--- config.mk ---
export PLATFORM = sky130hd
export DESIGN_NAME = spi_to_memory_bus
export DESIGN_NICKNAME = d
export VERILOG_FILES = /design/src/rtl/membus_pkg.sv /design/src/rtl/spi_input_sync.sv /design/src/rtl/spi_to_memory_bus.sv
export SDC_FILE = /design/constraint.sdc
export NUM_CORES = 1
export LEC_CHECK = 0
export ABC_AREA = 1
export CAP_MARGIN = 25
export CORE_MARGIN = 4
export CORE_UTILIZATION = 25
export CTS_BUF_LIST = sky130_fd_sc_hd__clkbuf_4
export CTS_CLUSTER_DIAMETER = 120
export DETAILED_ROUTE_END_ITERATION = 8
export PLACE_DENSITY = 0.56
export SLEW_MARGIN = 20
export SYNTH_ARGS = -nofsm -noshare
export SYNTH_HDL_FRONTEND = slang
export SYNTH_SLANG_ARGS = --single-unit
--- constraint.sdc ---
create_clock -name clk_i -period 1.56 [get_ports clk_i]
set_input_delay 0.156 -clock clk_i [delete_from_list [all_inputs] [get_ports clk_i]]
set_output_delay 0.156 -clock clk_i [all_outputs]
set_load 0.005 [all_outputs]
--- src/rtl/membus_pkg.sv ---
// Shared definitions for the internal 7-bit-address / 8-bit-data memory bus
// and the SPI frame state machine that masters it.
package membus_pkg;

    localparam int MEMBUS_ADDR_W       = 7;
    localparam int MEMBUS_DATA_W       = 8;
    localparam int MEMBUS_CMD_READ_BIT = 7;

    localparam logic [7:0] CO2_BASE_ADDR   = 8'h10;
    localparam logic [7:0] EMPTY_BASE_ADDR = 8'h40;

    typedef enum logic [1:0] {
        IDLE = 2'd0,
        CMD  = 2'd1,
        RD   = 2'd2,
        WR   = 2'd3
    } frame_state_t;

endpackage

--- src/rtl/spi_input_sync.sv ---
// Synchronises SCK, MOSI and CSN into the system clock domain and derives
// single-cycle edge strobes from the synchronised SCK and CSN.
module spi_input_sync #(
    parameter int SYNC_STAGES = 2
) (
    input  logic clk,
    input  logic rst_n,
    input  logic sck,
    input  logic csn,
    input  logic mosi,
    output logic sck_rise,
    output logic sck_fall,
    output logic csn_fall,
    output logic csn_rise,
    output logic mosi_s,
    output logic csn_s
);

    logic [SYNC_STAGES-1:0] sck_sync;
    logic [SYNC_STAGES-1:0] mosi_sync;
    logic [SYNC_STAGES-1:0] csn_sync;
    logic                   sck_prev;
    logic                   csn_prev;

    // CSN resets to its idle (high) level so reset release never looks like a frame start.
    // NOTE: sequential state uses non-blocking assignments so every flop samples pre-edge values.
    always_ff @(posedge clk or negedge rst_n) begin
        if (!rst_n) begin
            sck_sync  <= '0;
            mosi_sync <= '0;
            csn_sync  <= '1;
            sck_prev  <= 1'b0;
            csn_prev  <= 1'b1;
        end else begin
            sck_sync  <= {sck_sync[SYNC_STAGES-2:0], sck};
            mosi_sync <= {mosi_sync[SYNC_STAGES-2:0], mosi};
            csn_sync  <= {csn_sync[SYNC_STAGES-2:0], csn};
            sck_prev  <= sck_sync[SYNC_STAGES-1];
            csn_prev  <= csn_sync[SYNC_STAGES-1];
        end
    end

    assign mosi_s   = mosi_sync[SYNC_STAGES-1];
    assign csn_s    = csn_sync[SYNC_STAGES-1];
    assign sck_rise =  sck_sync[SYNC_STAGES-1] & ~sck_prev;
    assign sck_fall = ~sck_sync[SYNC_STAGES-1] &  sck_prev;
    assign csn_rise =  csn_s & ~csn_prev;
    assign csn_fall = ~csn_s &  csn_prev;

endmodule

--- src/rtl/spi_to_memory_bus.sv ---
// SPI mode-0 slave that masters the internal memory bus (read/write with prefetch).
// Define SPI_ADDR_AUTOINC_EN to auto-increment the address after every data byte.
module spi_to_memory_bus
    import membus_pkg::*;
#(
    parameter int         SYNC_STAGES = 2,
    parameter logic [7:0] CMD_FILL    = 8'h00,
    parameter bit         ZERO_ON_Z   = 1'b1
) (
    input  logic                     clk_i,
    input  logic                     rst_n_i,
    input  logic                     SPI_SCK,
    input  logic                     SPI_CSN,
    input  logic                     SPI_MOSI,
    output logic                     SPI_MISO,
    output logic                     membus_read_req_o,
    output logic                     membus_write_req_o,
    output logic [MEMBUS_ADDR_W-1:0] membus_addr_o,
    output logic [MEMBUS_DATA_W-1:0] membus_data_o,
    input  logic [MEMBUS_DATA_W-1:0] membus_data_i,
    output logic                     busy_o
);

    frame_state_t state, next_state;

    logic                     sck_rise, sck_fall, csn_fall, csn_rise, mosi_s, csn_s;
    logic [2:0]               bit_cnt;
    logic [MEMBUS_DATA_W-2:0] rx;
    logic [MEMBUS_DATA_W-1:0] rx_byte;
    logic [MEMBUS_DATA_W-1:0] tx;
    logic                     capture_q;
    logic                     miso_q;
    logic                     last_bit;

`ifdef SPI_ADDR_AUTOINC_EN
    function automatic logic [MEMBUS_ADDR_W-1:0] next_addr(input logic [MEMBUS_ADDR_W-1:0] a);
        return MEMBUS_ADDR_W'(a + 1'b1);
    endfunction
`else
    function automatic logic [MEMBUS_ADDR_W-1:0] next_addr(input logic [MEMBUS_ADDR_W-1:0] a);
        return a;
    endfunction
`endif

    // Unaddressed slaves float the bus; never let Z/X reach the host.
    function automatic logic [MEMBUS_DATA_W-1:0] scrub(input logic [MEMBUS_DATA_W-1:0] d);
        logic [MEMBUS_DATA_W-1:0] v;
        for (int i = 0; i < MEMBUS_DATA_W; i++)
            v[i] = ZERO_ON_Z ? (d[i] === 1'b1) : d[i];
        return v;
    endfunction

    spi_input_sync #(.SYNC_STAGES(SYNC_STAGES)) u_sync (
        .clk      (clk_i),
        .rst_n    (rst_n_i),
        .sck      (SPI_SCK),
        .csn      (SPI_CSN),
        .mosi     (SPI_MOSI),
        .sck_rise (sck_rise),
        .sck_fall (sck_fall),
        .csn_fall (csn_fall),
        .csn_rise (csn_rise),
        .mosi_s   (mosi_s),
        .csn_s    (csn_s)
    );

    assign rx_byte  = {rx, mosi_s};
    assign last_bit = sck_rise && !csn_s && (bit_cnt == 3'd7);
    assign busy_o   = ~csn_s;
    assign SPI_MISO = miso_q;

    always_ff @(posedge clk_i or negedge rst_n_i) begin
        if (!rst_n_i) state <= IDLE;
        else          state <= next_state;
    end

    // NOTE: next_state takes a default first so no path leaves it unassigned (no latch).
    always_comb begin
        next_state = state;
        case (state)
            IDLE:    if (csn_fall) next_state = CMD;
            CMD: begin
                if (csn_rise)      next_state = IDLE;
                else if (last_bit) next_state = rx_byte[MEMBUS_CMD_READ_BIT] ? RD : WR;
            end
            RD, WR:  if (csn_rise) next_state = IDLE;
            default: next_state = IDLE;
        endcase
    end

    always_ff @(posedge clk_i or negedge rst_n_i) begin
        if (!rst_n_i) begin
            membus_read_req_o  <= 1'b0;
            membus_write_req_o <= 1'b0;
            membus_addr_o      <= '0;
            membus_data_o      <= '0;
            bit_cnt            <= '0;
            rx                 <= '0;
            tx                 <= '0;
            capture_q          <= 1'b0;
            miso_q             <= 1'b0;
        end else begin
            membus_read_req_o  <= 1'b0;
            membus_write_req_o <= 1'b0;
            capture_q          <= membus_read_req_o;
`ifdef SPI_ADDR_AUTOINC_EN
            if (membus_write_req_o) membus_addr_o <= next_addr(membus_addr_o);
`endif
            if (state == IDLE) begin
                if (csn_fall) begin
                    bit_cnt <= '0;
                    tx      <= {CMD_FILL[6:0], 1'b0};
                    miso_q  <= CMD_FILL[7];
                end
            end else if (csn_rise) begin
                bit_cnt <= '0;
                miso_q  <= CMD_FILL[7];
            end else begin
                // tx holds the bits still to be shown; MISO takes the next one on each falling edge.
                if (sck_fall) begin
                    miso_q <= tx[MEMBUS_DATA_W-1];
                    tx     <= {tx[MEMBUS_DATA_W-2:0], 1'b0};
                end
                if (sck_rise) begin
                    rx      <= rx_byte[MEMBUS_DATA_W-2:0];
                    bit_cnt <= bit_cnt + 3'd1;
                    if (bit_cnt == 3'd7) begin
                        case (state)
                            CMD: begin
                                membus_addr_o     <= rx_byte[MEMBUS_ADDR_W-1:0];
                                membus_read_req_o <= rx_byte[MEMBUS_CMD_READ_BIT];
                            end
                            RD: begin
                                membus_addr_o     <= next_addr(membus_addr_o);
                                membus_read_req_o <= 1'b1;
                            end
                            WR: begin
                                membus_write_req_o <= 1'b1;
                                membus_data_o      <= rx_byte;
                            end
                            default: ;
                        endcase
                    end
                end
            end
            if (capture_q) tx <= scrub(membus_data_i);
        end
    end

endmodule

==> results.cfg, run 1 <==
[finish]
nets = 307
drive_gt1_share_pct = 13.2
antenna_cells = 0
post-route-util_pct = 33.0
final_area_sq_mm = 0.00270
fillCellCount = 859
syn2layout_area_growth_pct = 28.9

[logic_synthesis]
syn_avg_cell_area_sq_um = 8.73
yosys-top-cells-count = nand2_1, dfrtp_1, nand3_1
ys_seq_area_share_pct = 56.3
synth_simple_gate_area_share_pct = 33.3
dominantRegCellSynth = dfrtp_1
synth_mux_area_share_pct = 0
synth-seq-cells = 47
yosys.area.top_type_share_pct = 52.6
synth.distinct_cells = 21
synth_top_family_by_area = simple AND/OR/NAND/NOR gates
synth_nets = 260
yosys_warnings = 0
netlist_top_cells_area = dfrtp_1, nand2_1, nand3_1
synth_xor_area_share_pct = 0
yosysTopAreaCell = dfrtp_1
synthArstFlopShare_pct = 100
synth_cells = 240
synth_most_common_cell = nand2_1
netlist_area_sq_mm = 0.00209
synth_compound_area_share_pct = 1.61
synth_edf_count = 0
synth_fa_ha_area_share_pct = 4.18

[place]
hpwl_um = 3160
place_area_sq_mm = 0.00257
portBuffers = 31
routabilityCongestion = 0.770

[global_route]
grt_max_degree = 33
grt_overflow = 0
grt_busiest_layer = met2
grt_pass1_wl_um = 7480
use_met1_pct = 11.8
met3_usage_pct = 2.45
antenna_found_initial = 0
met2_usage_pct = 15.2
grt_usage_pct = 9.44
grt_pass1_vias = 1631

[timing]
fin_crit_sh_pct = 91.5
worst_pin_slew_ps = 396
hold_violations = 0
slew_violations = 0
max_freq_mhz = 701
rsz0062_at_grt = true
fin_crit_ps = 1430
fin_skew_ps = 13.0
final-setup-viol-count = 0
max-slew-margin-rel_pct = 73.6
tns_ps = 0

[floorplanning]
ioPinCount = 32
core_sq_mm = 0.00818
die_y_um = 99.5
dieWidth_um = 99.5
num_rows = 33
initial_core_util_pct = 25.6
die-area_sq_mm = 0.00991

[setup_path]
rrSetupSlack_ps = 130
endpoint = tx[4]
worstPathArrival_ps = 1690
crit_type = flip-flop to flip-flop
crit_required_ps = 1820
start_kind = flip-flop
critPathLaunch = state[0]
reg2reg_depth = 7
crit_path_end_kind = flip-flop
rr_startpoint = state[0]
critPathMaxFanout = 8
regToRegEndpoint = tx[4]

[routing]
dr.pass1.iters = 4
dr_total_vias = 1679
avgViaCountPerCell = 4.27
routed_wl_um = 4350
ant_nets = 0
drc = 0
first_iter_violations = 82
wl_per_cell_um = 11.1

[clock_tree]
clkLatencyLatePin_ps = 370
cts_root_buffer = clkbuf_4
clock_sinks = 47
cts_buffers = 5
path_clk_slew_ps = 130
htreeDepth = 2
cts_tree = yes
clockBufferDepth = 2

[pwr]
vdd_drop_max_mv = 0.531
p_leak_nw = 1.45
power.density_mw_per_mm2 = 1170

[hold_path]
hp-class = input port to flip-flop

[run_status]
status = completed

[job]
cap_violations = 0
layout by cell type (no fill, tap or decap):
master           Yosys  layout
inv_2                3       4
buf_2                2       1
nand3_1             35      35
a21oi_1              1       1
or2_0                1       1
nand2_1            108     108
nand2_4              2       3
inv_1               13      12
dlygate4sd2_1        0       1
dfstp_2              3       3
dfrtp_1             44      44
nand2_2              3       2
clkdlybuf4s50_1      0      29
ha_1                 7       7
o21ai_1              1       1
nand3_2              2       2
clkinv_2             0       1
nor2_1               6       6
nor2_8               1       1
o2111ai_1            1       1
dlygate4sd3_1        0       1
nor2_2               1       1
buf_12               0       1
buf_4                2      12
clkbuf_4             0       5
o21ai_0              3       3
bufinv_16            0       1
clkinv_4             0       1
registers in the layout, indices dropped and copies added, names as in the netlist:
name and flops:
membus_data_o 8, tx 8, membus_addr_o 7, rx 7
bit_cnt 3, state 2, u_sync.csn_sync 2, u_sync.mosi_sync 2
u_sync.sck_sync 2, SPI_MISO 1, capture_q 1, membus_read_req_o 1
membus_write_req_o 1, u_sync.csn_prev 1, u_sync.sck_prev 1
what timing repair did:
action,CTS,global route
setup endpoints to repair,1,34
hold endpoints to repair,12,0
hold buffers,1,0
setup buffers,1,3
gates resized for setup,1,2
pin swaps,0,1
cell families (layout without fill, tap and decap cells):
logic type	count (synthesis)	after routing
and+or+nand+nor	159	159
DFF	47	47
buffers and inverters	21	69
adders and majority gates	7	7
AOI/OAI and AO/OA	6	6
how the worst min path moves through the flow:
stage                        from            endpoint  slack [ps]  cells past startpoint
after global routing      SPI_CSN  u_sync.csn_sync[0]         170                      1
after detailed placement  rst_n_i  u_sync.sck_sync[0]         110                      1
after global placement    rst_n_i  u_sync.sck_sync[0]         110                      1
after floorplan           rst_n_i            SPI_MISO        -140                      0
after CTS                 SPI_CSN  u_sync.csn_sync[0]         190                      1
final                     SPI_CSN  u_sync.csn_sync[0]         200                      1
worst max-delay path, cell delays in order (launching register included):
cell and delay (ps):
dfrtp_1 380, inv_1 70, ha_1 230, buf_4 150
nand2_1 130, nand3_2 200, nand3_1 120, nand2_1 60
through the flow:
| stage | setup slack [ps] | hold WS, ps | power [mW] | instances |
|---|---|---|---|---|
| final | 133 | 197 | 3.17 | 393 |
| after global placement | 79.5 | 106 | 2.43 | 380 |
| after floorplan | 113 | -140 | 2.08 | 240 |
| after CTS | 11.9 | 186 | 3.21 | 390 |
| after detailed placement | 38.5 | 112 | 2.46 | 380 |
| after global routing | -11.0 | 170 | 3.42 | 393 |
power by group:
group	internal, mW	switching [mW]
logic	0.351	0.607
clock network	0.338	0.394
registers	1.36	0.125
total	2.05	1.12
layer usage:
| metal | vias up | part of all wire (%) | routed length (um) |
|---|---|---|---|
| met5 | - | 0 | 0 |
| met1 | 795 | 47 | 2030 |
| met3 | 7 | 3.5 | 150 |
| met4 | 0 | 2.5 | 107 |
| met2 | 25 | 47 | 2050 |
| li1 | 852 | - | - |
area by class of cell:
| cell class | count | area [sq um] | area share (%) |
|---|---|---|---|
| flip-flops and latches | 47 | 1180 | 43.7 |
| multi-input cells | 172 | 823 | 30.5 |
| repair buffers | 45 | 424 | 15.7 |
| well taps | 105 | 131 | 4.87 |
| inverters | 16 | 60.1 | 2.22 |
| clock inverters | 3 | 43.8 | 1.62 |
| clock buffers | 5 | 37.5 | 1.39 |
(Power assumes the default switching activity.)
==> run 2, diff against run 1 <==
--- a/config.mk
+++ b/config.mk
@@ -14,4 +14,5 @@
 export DETAILED_ROUTE_END_ITERATION = 8
 export PLACE_DENSITY = 0.56
+export SETUP_SLACK_MARGIN = 0.5
 export SLEW_MARGIN = 20
 export SYNTH_ARGS = -nofsm -noshare
==> constraint.sdc (replaced) <==
create_clock -name clk_i -period 1.56 [get_ports clk_i]
set_input_delay 0.312 -clock clk_i [delete_from_list [all_inputs] [get_ports clk_i]]
set_output_delay 0.312 -clock clk_i [all_outputs]
set_load 0.005 [all_outputs]
==> results.cfg, run 2 (synthesis results as in run 1) <==
[global_route]
antenna_found_initial = 0
grt_overflow = 0
grt_usage_pct = 10.5
grt_pass1_vias = 1758
grt_pass1_wl_um = 8470
grt_max_degree = 32

[routing]
wl_met2_um = 2590
ant_nets = 0
met3WireLength_um = 139
top_layer = met4
dr_total_vias = 1797
routed_wl_um = 5070
dr.pass1.iters = 4
drc = 0
first_iter_violations = 58
avgViaCountPerCell = 4.34
wl_per_cell_um = 12.2
met1_length_um = 2230

[setup_path]
critPathMaxFanout = 7
crit_path_end_kind = flip-flop
crit_required_ps = 1840
start_kind = flip-flop
worstPathArrival_ps = 1670
crit_type = flip-flop to flip-flop

[timing]
rsz0062_at_grt = true
max-slew-margin-rel_pct = 71.2
fin_skew_ps = 18.3
tns_ps = 0
fin_crit_ps = 1390
fin_crit_sh_pct = 89.1
max_freq_mhz = 720
slew_violations = 0
final-setup-viol-count = 0
worst_pin_slew_ps = 431
hold_violations = 0

[job]
cap_violations = 0

[clock_tree]
cts_buffers = 5
clock_sinks = 47
clockBufferDepth = 2
clkLatencyLatePin_ps = 370
cts_tree = yes
path_clk_slew_ps = 150
htreeDepth = 2
cts_root_buffer = clkbuf_4

[place]
hpwl_um = 3200
dp.cells = 376
portBuffers = 31
routabilityCongestion = 0.802

[floorplanning]
initial_core_util_pct = 25.6
ioPinCount = 32
dieWidth_um = 99.5
die_y_um = 99.5
die-area_sq_mm = 0.00991
core_sq_mm = 0.00818
num_rows = 33

[hold_path]
hp-class = input port to flip-flop

[finish]
largestRegisters = membus_data_o: 8 flops, tx: 8 flops
syn2layout_area_growth_pct = 51.7
antenna_cells = 0
drive_gt1_share_pct = 45.3
final_cells = 414
layout_common_cells = nand2_1, dfrtp_1, buf_4
nets = 328
layout_commonest_cell = nand2_1

[pwr]
power.density_mw_per_mm2 = 1230
p_leak_nw = 1.64
total_power_mw = 3.91
vdd_drop_max_mv = 0.391

[run_status]
status = completed
-- run 2: cell count changes in the layout (fill, tap and decap cells not counted), moves of 5 or more --
| cell | before | now |
|---|---|---|
| inv_1 | 12 | 6 |
| clkdlybuf4s50_1 | 29 | 11 |
| ha_1 | 7 | 2 |
| buf_6 | 0 | 7 |
| buf_4 | 12 | 21 |
| nand3_2 | 2 | 18 |
| nand3_1 | 35 | 16 |
| nand2_1 | 108 | 83 |
| buf_2 | 1 | 19 |
| nand2_8 | 0 | 5 |
| nand2_2 | 2 | 20 |
-- run 2: metrics by stage --
step / cell area (sq um) / util (%) / setup slack, ps / hold WS (ps)
after floorplan: 2150 / - / 311 / 16.4
after detailed placement: 2590 / 31.7 / 70.0 / 279
after global routing: 3180 / 38.9 / 87.9 / 339
after CTS: 3040 / 37.2 / 161 / 344
after global placement: 2590 / 31.7 / 150 / 283
final: 3180 / 38.9 / 171 / 356
-- run 2: area by class of cell --
cell class | count | area [sq um]
Clock buffer | 5 | 37.5
Clock inverter | 3 | 43.8
Fill cell | 821 | 5000
Inverter | 16 | 77.6
Multi-Input combinational cell | 176 | 1190
Sequential cell | 47 | 1180
Tap cell | 105 | 131
Timing Repair Buffer | 62 | 512
-- run 2: worst max-delay path, stage by stage (launching register included) --
cell and delay [ps]:
dfrtp_1 400, ha_2 200, ha_4 170, nand2_8 80
nor2_8 220, nand2_4 110, nand2_1 70, nand2_1 50
-- run 2: timing repair --
action                     in CTS  in global routing
setup endpoints to repair      57                 57
cloned                          4                  0
hold endpoints to repair       13                  0
pin swaps                      18                 21
buffers inserted               19                  6
hold buffers                    1                  0
gates resized for setup       137                 25
-- run 2: worst paths after layout --
path | start | endpoint | slack, ps | depth (start not counted)
max in group asynchronous | rst_n_i | bit_cnt[2] | 660 | 3
setup / recovery | bit_cnt[0] | membus_addr_o[2] | 170 | 7
setup reg to reg | bit_cnt[0] | membus_addr_o[2] | 170 | 7
min in group asynchronous | rst_n_i | tx[7] | 390 | 2
hold / removal | SPI_CSN | u_sync.csn_sync[0] | 360 | 1
hold reg to reg | u_sync.csn_sync[0] | u_sync.csn_sync[1] | 360 | 0
-- run 2: routing by layer --
layer | track usage [%] | vias up
met5 | 0 | -
met2 | 18.1 | 21
met3 | 2.24 | 7
met1 | 12.8 | 872
met4 | 3.78 | 0
li1 | - | 897
-- run 2: power by group --
group,internal (mW),switching (mW)
sequential,1.36,0.156
combinational,0.712,0.936
clock,0.338,0.406
total,2.41,1.50
==> edit 1 (settings of run 1) <==
Register the output `membus_data_o` once more, cleared by the reset; this adds one clock of latency there. The other outputs are not delayed to match.
--- a/src/rtl/spi_to_memory_bus.sv
+++ b/src/rtl/spi_to_memory_bus.sv
@@ -22,2 +22,4 @@
 );
+
+    logic [MEMBUS_DATA_W-1:0] membus_data_s0;
 
@@ -95,3 +97,3 @@
             membus_addr_o      <= '0;
-            membus_data_o      <= '0;
+            membus_data_s0     <= '0;
             bit_cnt            <= '0;
@@ -138,3 +140,3 @@
                                 membus_write_req_o <= 1'b1;
-                                membus_data_o      <= rx_byte;
+                                membus_data_s0     <= rx_byte;
                             end
@@ -149,2 +151,10 @@
 
+    always_ff @(posedge clk_i or negedge rst_n_i) begin
+        if (!rst_n_i) begin
+            membus_data_o <= '0;
+        end else begin
+            membus_data_o <= membus_data_s0;
+        end
+    end
+
 endmodule
Function: same outputs for any inputs over 10 cycles, from zero or initial values and one cycle with rst_n_i low; that may be too few to reach the edited logic, so the function may still have changed.
==> edit 1 against run 1 <==
  * Final area is 9.8% higher
  * Area after synthesis is 12% higher
  * Sequential cell count is 8 higher
  * Die area is 11% higher
  * Worst setup slack worse by 0.040 ns
  * Fmax is 2.8% lower
  * Power is 11% higher
  * Routed wire length is 12% higher
  * Synthesized cell count is 2.5% higher
  * Sequential power is 14% higher
  * Largest cell class unchanged
  * Highest routed layer unchanged
==> edit 1: results (changes against run 1) <==
clock latency on the worst-skew pair=0.38 ns; crit path capture=membus_addr_o[0]; CTS clk-pin slew, worst paths=0.18 ns (+0.05 ns); worst r2r path cells=8 (+1); HPWL after DPL=3.381 mm (+6.9%); Netlist cell types=22 (+4.8%); vias per cell=4.212 (-1.4%); Peak VDD IR=497.6 uV (-6.2%); top cells by area, synth=dfrtp_1, nand2_1, nand3_1; hold crit path type=input port to async pin; worst reg2reg endpoint=membus_addr_o[6]$_DFFE_PN0P_; placed cell count=389 (+2.4%); sequential area share after synthesis=59.02% (+2.7 points); GRT Overall Usage=9.201% (-0.24 points); Worst Skew=0.01881 ns (+0.005811 ns); clock buffers created by TritonCTS=5 (unchanged); layout cells sized above 1=15.52% (+2.3 points); worst setup margin=0.09274 ns (-0.04046 ns); port buffer count=31 (unchanged); clock buffer depth=2 (unchanged); Layout Nets=309 (+0.65%); largest net degree at the start of global routing=35 (+6.1%); crit-path max FO=2 (-6); Commonest cells post-synth=nand2_1, dfrtp_1, nand3_1, inv_1, nor2_1; Post-synth ARST share=100.0% (unchanged); synth warn=0 (unchanged); Lkg Pwr=1.524 nW (+5.1%); clock root buffer=clkbuf_4; wire per inst=12.12 um (+9.6%); Final Non-Filler Cells=401 (+2.0%); area post-placement=0.002819 sq mm (+9.5%); flop2flop setup slack=0.10 ns (-0.03 ns); first-pass GRT wire length=8.355 mm (+12%); CP delay by family, top=buffers and inverters; cells after synthesis=246 (+2.5%); Crit Reg-Reg Startpoint=state[1]$_DFFE_PN0P_; total iterations of the first detailed-routing run=4 (unchanged); Rel. slew slack=78.67% (+5.1 points); Hold Slack=0.1203 ns (-0.07631 ns); Critical Path AT=1.31 ns (-0.38 ns); pre-CTS WS=0.03610 ns (-0.002363 ns); status=finished clean; vias in the first global route=1692 (+3.7%); worst stage delay on the critical path=0.51 ns (+0.13 ns); Detailed Route Iter0 Violations=64 (-22%); CP startpoint=membus_addr_o[0]$_DFFE_PN0P_; RePlAce Congestion=0.7848 (+2.0%); Post-synth EDFFs=0 (unchanged); Critical Path Slowest Stage Cell=clkdlybuf4s50_1; Mapped Nets=266 (+2.3%); Top Registers=membus_data_o: 8 flops, membus_data_s0: 8 flops, tx: 8 flops
## edit 1: cell count changes after synthesis, moves of 5 or more
cell / before / now
dfrtp_1: 44 / 52
inv_1: 13 / 18
nand2_1: 108 / 96
nand3_1: 35 / 27
o21ai_1: 1 / 7
o21ai_2: 0 / 6
## edit 1: power by group
| group | internal, mW | leakage [nW] | switching (mW) |
|---|---|---|---|
| Combinational | 0.345 | 0.741 | 0.675 |
| Sequential | 1.57 | 0.736 | 0.111 |
| Clock | 0.355 | 0.0477 | 0.479 |
| Total | 2.27 | 1.52 | 1.26 |
## edit 1: cell type report
cell class | count | area [sq um]
clock buffer | 5 | 37.54
sequential | 55 | 1380
clock inverter | 3 | 50.05
tap | 111 | 138.9
fill | 921 | 6188
inverter | 22 | 85.08
multi-input combinational | 165 | 858.3
timing repair buffer | 40 | 414.1
## edit 1: logic make-up after synthesis
kind of cell | count (synthesis) | synth area share (%)
AND/OR/NAND/NOR | 140 | 26.81
AO/OA/AOI/OAI | 17 | 4.922
buffers and inverters | 27 | 5.510
adder cells (fa/ha/maj) | 7 | 3.745
flip-flops | 55 | 59.02
## edit 1: metal layers
layer | share of wire (%) | wire [um] | vias to the layer above | GRT usage, %
li1 | - | - | 859 | -
met5 | 0 | 0 | - | 0
met3 | 4.8 | 235 | 4 | 2.656
met4 | 0.58 | 28 | 0 | 1.968
met2 | 43 | 2081 | 38 | 13.05
met1 | 52 | 2516 | 788 | 13.86
## edit 1: what timing repair did
action	in CTS	in global routing
buffers inserted	1	1
hold endpoints to repair	52	0
gates cloned	0	1
resized for setup	1	7
hold buffers	1	0
pin swaps	0	1
setup endpoints to repair	1	30
==> edit 2 (flow settings as in run 1) <==
Without the edit above. Change the package constant `MEMBUS_DATA_W` from 8 to 10.
--- a/src/rtl/membus_pkg.sv
+++ b/src/rtl/membus_pkg.sv
@@ -5,3 +5,3 @@
     localparam int MEMBUS_ADDR_W       = 7;
-    localparam int MEMBUS_DATA_W       = 8;
+    localparam int MEMBUS_DATA_W       = 10;
     localparam int MEMBUS_CMD_READ_BIT = 7;
Interface: changed (resized membus_data_i and membus_data_o); port bits go from 32 to 36. No check against the original RTL was run, so the function may have changed too.
==> edit 2 against run 1 <==
  * Sequential share of layout area up 0.23 points
  * Critical path depth up 1
  * Power up 5.6%
  * Routed wire length up 9.7%
  * Combinational power up 13%
  * Worst setup slack worse by 0.021 ns
  * Area after synthesis up 12%
  * Utilization up 0.055 points
  * First-iteration DRC count up 16%
  * Sequential cell count up 6
  * Final area up 12%
  * Die area up 11%
  * Fmax down 1.4%
  * Critical path type unchanged
  * Highest routed layer unchanged
==> edit 2: results (changes against run 1) <==
status=finished clean; area post-placement=0.002902 sq mm (+13%); crit-path max FO=11 (+3); Rel. slew slack=76.21% (+2.6 points); Fmax=690.9 MHz (-1.4%); top cells by area, synth=dfrtp_1, nand2_1, nand3_1; Mapped Nets=296 (+14%); FILL cells=941 (+9.5%); Worst Skew=0.01362 ns (+0.0006167 ns); post-synthesis compound-gate area fraction=1.445% (-0.17 points); worst stage delay on the critical path=0.42 ns (+0.04 ns); largest net degree at the start of global routing=54 (+64%); Commonest cells post-synth=nand2_1, dfrtp_1, nand3_1, inv_1, ha_1; fin area=0.003028 sq mm (+12%); Peak VDD IR=400.1 uV (-25%); Netlist cell types=20 (-4.8%); RePlAce Congestion=0.7732 (+0.48%); routed wl met3=127 um (-15%); adder-cell share of the synthesized area=3.745% (-0.44 points); hold crit path type=input port to flop; routed wire length=4.767 mm (+9.7%); DRT met1 WL=2.451 mm (+21%); Critical Path AT=1.73 ns (+0.04 ns); vias in the first global route=1777 (+9.0%); layout cells sized above 1=13.03% (-0.16 points); sequential area share after synthesis=56.88% (+0.54 points); Detailed Route Iter0 Violations=95 (+16%); switching share of total power=36.82% (+1.3 points); pre-CTS WS=0.01443 ns (-0.02404 ns); worst r2r path cells=8 (+1); port buffer count=35 (+13%); Hold Path Depth=1 (unchanged); crit path capture=membus_addr_o[2]$_DFFE_PN0P_; HPWL after DPL=3.408 mm (+7.7%); clock buffers created by TritonCTS=5 (unchanged); Lkg Pwr=1.612 nW (+11%); WL met2=2.111 mm (+2.8%); Top Registers=membus_data_o: 10 flops, tx: 10 flops, rx: 9 flops; Layout Nets=351 (+14%); CP startpoint=bit_cnt[0]$_DFFE_PN0P_; flop2flop setup slack=0.11 ns (-0.02 ns); CP delay by family, top=flip-flops; first-pass GRT wire length=8.321 mm (+11%); vias per cell=4.152 (-2.8%); CTS clk-pin slew, worst paths=0.15 ns (+0.02 ns); GRT Overall Usage=9.094% (-0.35 points)
## edit 2: cell type report
cell class              count  share of cell area (%)
flip-flops and latches     53                   43.93
well taps                 111                   4.587
multi-input cells         196                   29.96
clock inverters             3                  0.5785
repair buffers             57                   17.73
inverters                  16                   1.983
clock buffers               5                   1.240
## edit 2: per-layer routing
| metal | vias to the layer above | track usage [%] |
|---|---|---|
| met5 | - | 0 |
| met4 | 0 | 3.093 |
| met3 | 5 | 1.853 |
| met2 | 20 | 14.30 |
| met1 | 839 | 12.50 |
| li1 | 967 | - |
## edit 2: logic make-up after synthesis
kind of cell	after synthesis
AND/OR/NAND/NOR	183
adder cells (fa/ha/maj)	7
buffers and inverters	25
AO/OA/AOI/OAI	6
flip-flops	53
## edit 2: power by group through the flow
| stage | Combinational [mW] | Clock [mW] | Sequential [mW] |
|---|---|---|---|
| floorplan | 0.629 | 0 | 1.67 |
| global placement | 1.05 | 0 | 1.69 |
| detailed placement | 1.04 | 0 | 1.70 |
| CTS | 1.06 | 0.642 | 1.67 |
| global route | 1.23 | 0.679 | 1.70 |
| finish | 1.08 | 0.603 | 1.67 |
## edit 2: per-stage QoR
step,cells,power (mW),hold WS (ns)
after global routing,441,3.609,0.1699
after floorplan,274,2.295,-0.1396
final,441,3.349,0.1819
after global placement,426,2.738,0.1705
after CTS,436,3.366,0.1629
after detailed placement,426,2.740,0.1761
## edit 2: worst register-to-register path, cell delays in order (launching register included)
cell and delay, ns:
dfrtp_1 0.42, ha_1 0.20, ha_1 0.19, nand2_1 0.11, nor2_4 0.05, buf_12 0.13, buf_4 0.14, nand3_1 0.07
nand2_1 0.05
## edit 2: timing repair
item,CTS,global route
resized for setup,2,4
setup endpoints to repair,2,27
endpoints found under the hold margin,50,0
setup buffers,1,5
hold buffers,1,0
